--- src/rtl/sat_counter.sv ---
// rtl/sat_counter.sv - saturating up-counter with clear priority over increment
module sat_counter #(
  parameter int WIDTH = 16
) (
  input  logic             clk,
  input  logic             reset,
  input  logic             inc,
  input  logic             clr,
  output logic [WIDTH-1:0] count
);

  logic [WIDTH-1:0] count_q;
  logic [WIDTH-1:0] count_d;

  always_comb begin
    count_d = count_q;
    if (clr) begin
      count_d = '0;
    end else if (inc && (count_q != '1)) begin
      count_d = count_q + 1'b1;
    end
  end

  always_ff @(posedge clk) begin
    if (reset) begin
      count_q <= '0;
    end else begin
      count_q <= count_d;
    end
  end

  assign count = count_q;

endmodule

--- config.mk ---
export PLATFORM = sky130hd
export DESIGN_NAME = sat_counter
export DESIGN_NICKNAME = d
export VERILOG_FILES = /design/src/rtl/sat_counter.sv
export SDC_FILE = /design/constraint.sdc
export NUM_CORES = 1
export LEC_CHECK = 0
export ABC_AREA = 1
export BUFFER_PORTS_ARGS = -buffer_cell sky130_fd_sc_hd__buf_4
export CAP_MARGIN = 20
export CORE_UTILIZATION = 55
export DETAILED_ROUTE_END_ITERATION = 10
export HOLD_SLACK_MARGIN = 0.05
export PLACE_DENSITY = 0.77
export SLEW_MARGIN = 20
export SYNTH_ARGS = -nofsm -noshare
export SYNTH_HDL_FRONTEND = slang
export SYNTH_SLANG_ARGS = --single-unit
--- constraint.sdc ---
create_clock -name clk -period 2.6 [get_ports clk]
set_clock_uncertainty 0.05 [all_clocks]
set_input_delay 0.39 -clock clk [delete_from_list [all_inputs] [get_ports clk]]
set_output_delay 0.39 -clock clk [all_outputs]
set_load 0.02 [all_outputs]
# [After elaboration in Yosys (flattened, before gate mapping)]
# Cells that the tools add are included.
[word_totals] regBits=16 input_bits=4 elab_cells=5
[classes] n_addsub=1 eq_ne=1 n_reduce_logical=2
[op_table] op="$add A16 B1 Y16 const B" count=1
[op_table] op="$ne A16 B16 Y1 const B" count=1
[op_table] op="$reduce_or A2 Y1" count=1
[op_table] op="$logic_and A1 B1 Y1" count=1

# [Logic depth before layout (Yosys ltp)]
[depth] depth_word=2 mapped_depth=9 depth_no_buf=9

# [Worst setup path after synthesis]
# Ideal clock, no wire load.
[synth_path] path_type="reg-to-reg" startpoint="reg count_q[0], in the netlist count[0]" endpoint="reg count_q[15], in the netlist count[15]" arrival_time_ps=1406 required_time_ps=2435 path_slack_ps=1029 stages_incl_launch_ff=8 path_buffers=1 period_less_slack_ps=1571 cell_sequence="dfxtp_1 ha_1 nand2_1 nor2_4 nand4_4 buf_6 a21oi_1 nor2_1"
[synth_between] elab_chain_cells=2 elab_cells_between_ends=3 classes_between="add/sub (1); eq/ne (1); reduce/logical (1)"
[synth_lines] item="start: declaration" line="12" text="logic [WIDTH-1:0] count_q;"
[synth_lines] item="start signal: assignment" line="28" text="count_q <= count_d;"
[synth_lines] item="branches (longest 2 deep; another with $add A16 B1 Y16)"
# Parallel ways; which one is timed is not known.
# A chain may end at the register's enable or synchronous reset.

# [Worst setup path in the final report]
[layout_path] startpoint="reg count_q[0], in the netlist count[0]" endpoint="reg count_q[14], in the netlist count[14]"
# The elaborated chain is that of the path after synthesis.

==> impl_metrics.yaml <==
sta:
  slew_headroom: 0.838
  setup_viol: 0
  period_needed_ps: 1560
  drv_slew: 0
  tightest_slew_ps: 241
  fin_setup_tns_ps: 0
  fin_crit_sh: 0.602
  setup_ws_ps: 1040
  hold_violations: 0
  fmax_ghz: 0.639
  rsz0062_at_grt: "no"
outcome:
  status: "finished, final reports clean"
clock_tree:
  cts_buffers: 3
  cts_resized: 0
  cts_max_level: 1
  cts_sinks: 16
  cts_tree: "yes"
  cts_hold_buffers: 0
  cts_root_buf: "clkbuf_4"
  clkTransAtPathRegs_ps: 100
  post_cts_buffers: 0
  worstSkewPairLatency_ps: 290
  clk_path_buf_depth: 2
layout:
  area.growth.synth_to_final_pct: 19.4
  layout.nets: 184
  antenna_cells: 0
  drive_gt1_frac: 0.230
  largest_register_ffs: 16
  mostFrequentLayoutCell: "nand2_1"
  layout_common_cells: "nand2_1 (43), nor2_1 (38), buf_4 (20)"
yosys:
  ys_seq_area_frac: 0.319
  syn_inst: 156
  ys_ff_latch: 16
  avgSynthCellArea_um2: 6.44
  yosysWarnings: 0
  synth_cell_types: 20
  syn-num-nets: 161
  synthesis.area_um2: 1000
floorplan:
  initial_core_util: 0.582
  die_area_um2: 2000
  io-pin-count: 20
  rows: 15
  die_w_um: 44.7
  die_h_um: 44.7
  core_area_um2: 1730
power:
  max-vdd-ir-drop_uv: 264
  pwr-share-clk: 0.382
  p_leak_nw: 0.541
  internal-power_uw: 342
  p_sw_uw: 100
  sw_frac_of_total: 0.227
  sequentialPowerShare: 0.561
  p_per_area_nw_per_um2: 369
  pwr-share-comb: 0.057
routing:
  drtPass1Iterations: 4
  drt_iter0_drc: 13
  postRouteWirelength_um: 2150
  wl_per_cell_um: 10.6
  drcViolationCount: 0
  routed_via_density: 4.93
  ant_nets: 0
  num_vias: 1000
grt:
  antenna_found_initial: 0
  grt_pass1_wl_um: 3570
  grtUsageTotal: 0.241
  grt_max_degree: 17
  grt_overflow: 0
  grt_pass1_vias: 848
setup_path:
  cp-end-kind: "flip-flop"
  required_ps: 2750
  start_kind: "flip-flop"
  critPathMaxFanout: 5
  arrival_ps: 1710
  worstSetupPathType: "reg -> reg"
worst_hold_path:
  hold_path.class: "in -> reg"
placement:
  port_buffers: 19
  dp_hpwl_um: 1600
  post-place-ws_ps: 1060
  gp_congestion: 0.819
flow_run:
  maxCapViolCount: 0
## metal layers
metal / vias up / global-route usage / share of wire
met1: 448 / 0.320 / 0.49
met4: 0 / 0.0788 / 0.011
met5: - / 0 / 0
met3: 4 / 0.0480 / 0.042
li1: 527 / - / -
met2: 21 / 0.394 / 0.45
## synthesized netlist by cell type (all sizes together)
library cell | n | share of area
nand4 | 2 | 0.027
and2 | 1 | 0.0075
ha | 1 | 0.012
nand2 | 46 | 0.19
a21oi | 7 | 0.035
o21ai | 2 | 0.010
nor2 | 48 | 0.24
inv | 16 | 0.060
nand3b | 1 | 0.0075
nand3 | 13 | 0.065
dfxtp | 16 | 0.32
buf | 2 | 0.022
and3 | 1 | 0.0075
## power by group through the flow
stage	clock network, mW	logic, mW	registers, mW
final	0.169	0.0254	0.248
after global placement	0	0.0245	0.253
after floorplan	0	0.0145	0.255
after global routing	0.183	0.0288	0.248
after detailed placement	0	0.0253	0.254
after CTS	0.172	0.0255	0.248
## worst max-delay path, stage by stage, from the launching register on
cell	delay [ps]
dfxtp_1	410
ha_1	210
nand3_1	80
nor2_1	220
nand2_1	130
nor2_1	190
nand3_1	100
nand2_1	70
nor2_1	40
## metrics by stage
stage / instance area (um^2) / hold WS (ps) / power [mW] / util / cells
floorplan: 1000 / 533 / 0.270 / - / 156
global placement: 1160 / 465 / 0.278 / 0.674 / 199
detailed placement: 1160 / 478 / 0.279 / 0.674 / 199
CTS: 1200 / 459 / 0.446 / 0.695 / 203
global route: 1200 / 480 / 0.460 / 0.695 / 203
finish: 1200 / 464 / 0.442 / 0.695 / 203
## final timing paths
path	endpoint	depth (start not counted)	from	slack, ps
setup / recovery	count[14]$_SDFFE_PP0P_	8	count[0]$_SDFFE_PP0P_	1040
hold / removal	count[2]$_SDFFE_PP0P_	5	inc	460
setup reg to reg	count[14]$_SDFFE_PP0P_	8	count[0]$_SDFFE_PP0P_	1040
hold reg to reg	count[1]$_SDFFE_PP0P_	2	count[1]$_SDFFE_PP0P_	490
## final cells by class
class	count	area, um^2
inverter	16	60.1
multi-input combinational	122	602
fill	165	527
timing repair buffer	20	150
tap	25	31.3
sequential	16	320
clock buffer	4	36.3
## cells by family (layout without fill, tap and decap cells)
| family | count (synthesis) | after routing | synth area share |
|---|---|---|---|
| AND/OR/NAND/NOR | 112 | 112 | 0.542 |
| flip-flops | 16 | 16 | 0.319 |
| AO/OA/AOI/OAI | 9 | 9 | 0.0448 |
| adder cells (fa/ha/maj) | 1 | 1 | 0.0125 |
| buffers and inverters | 18 | 40 | 0.0822 |
Power figures use the tool's default switching activity.
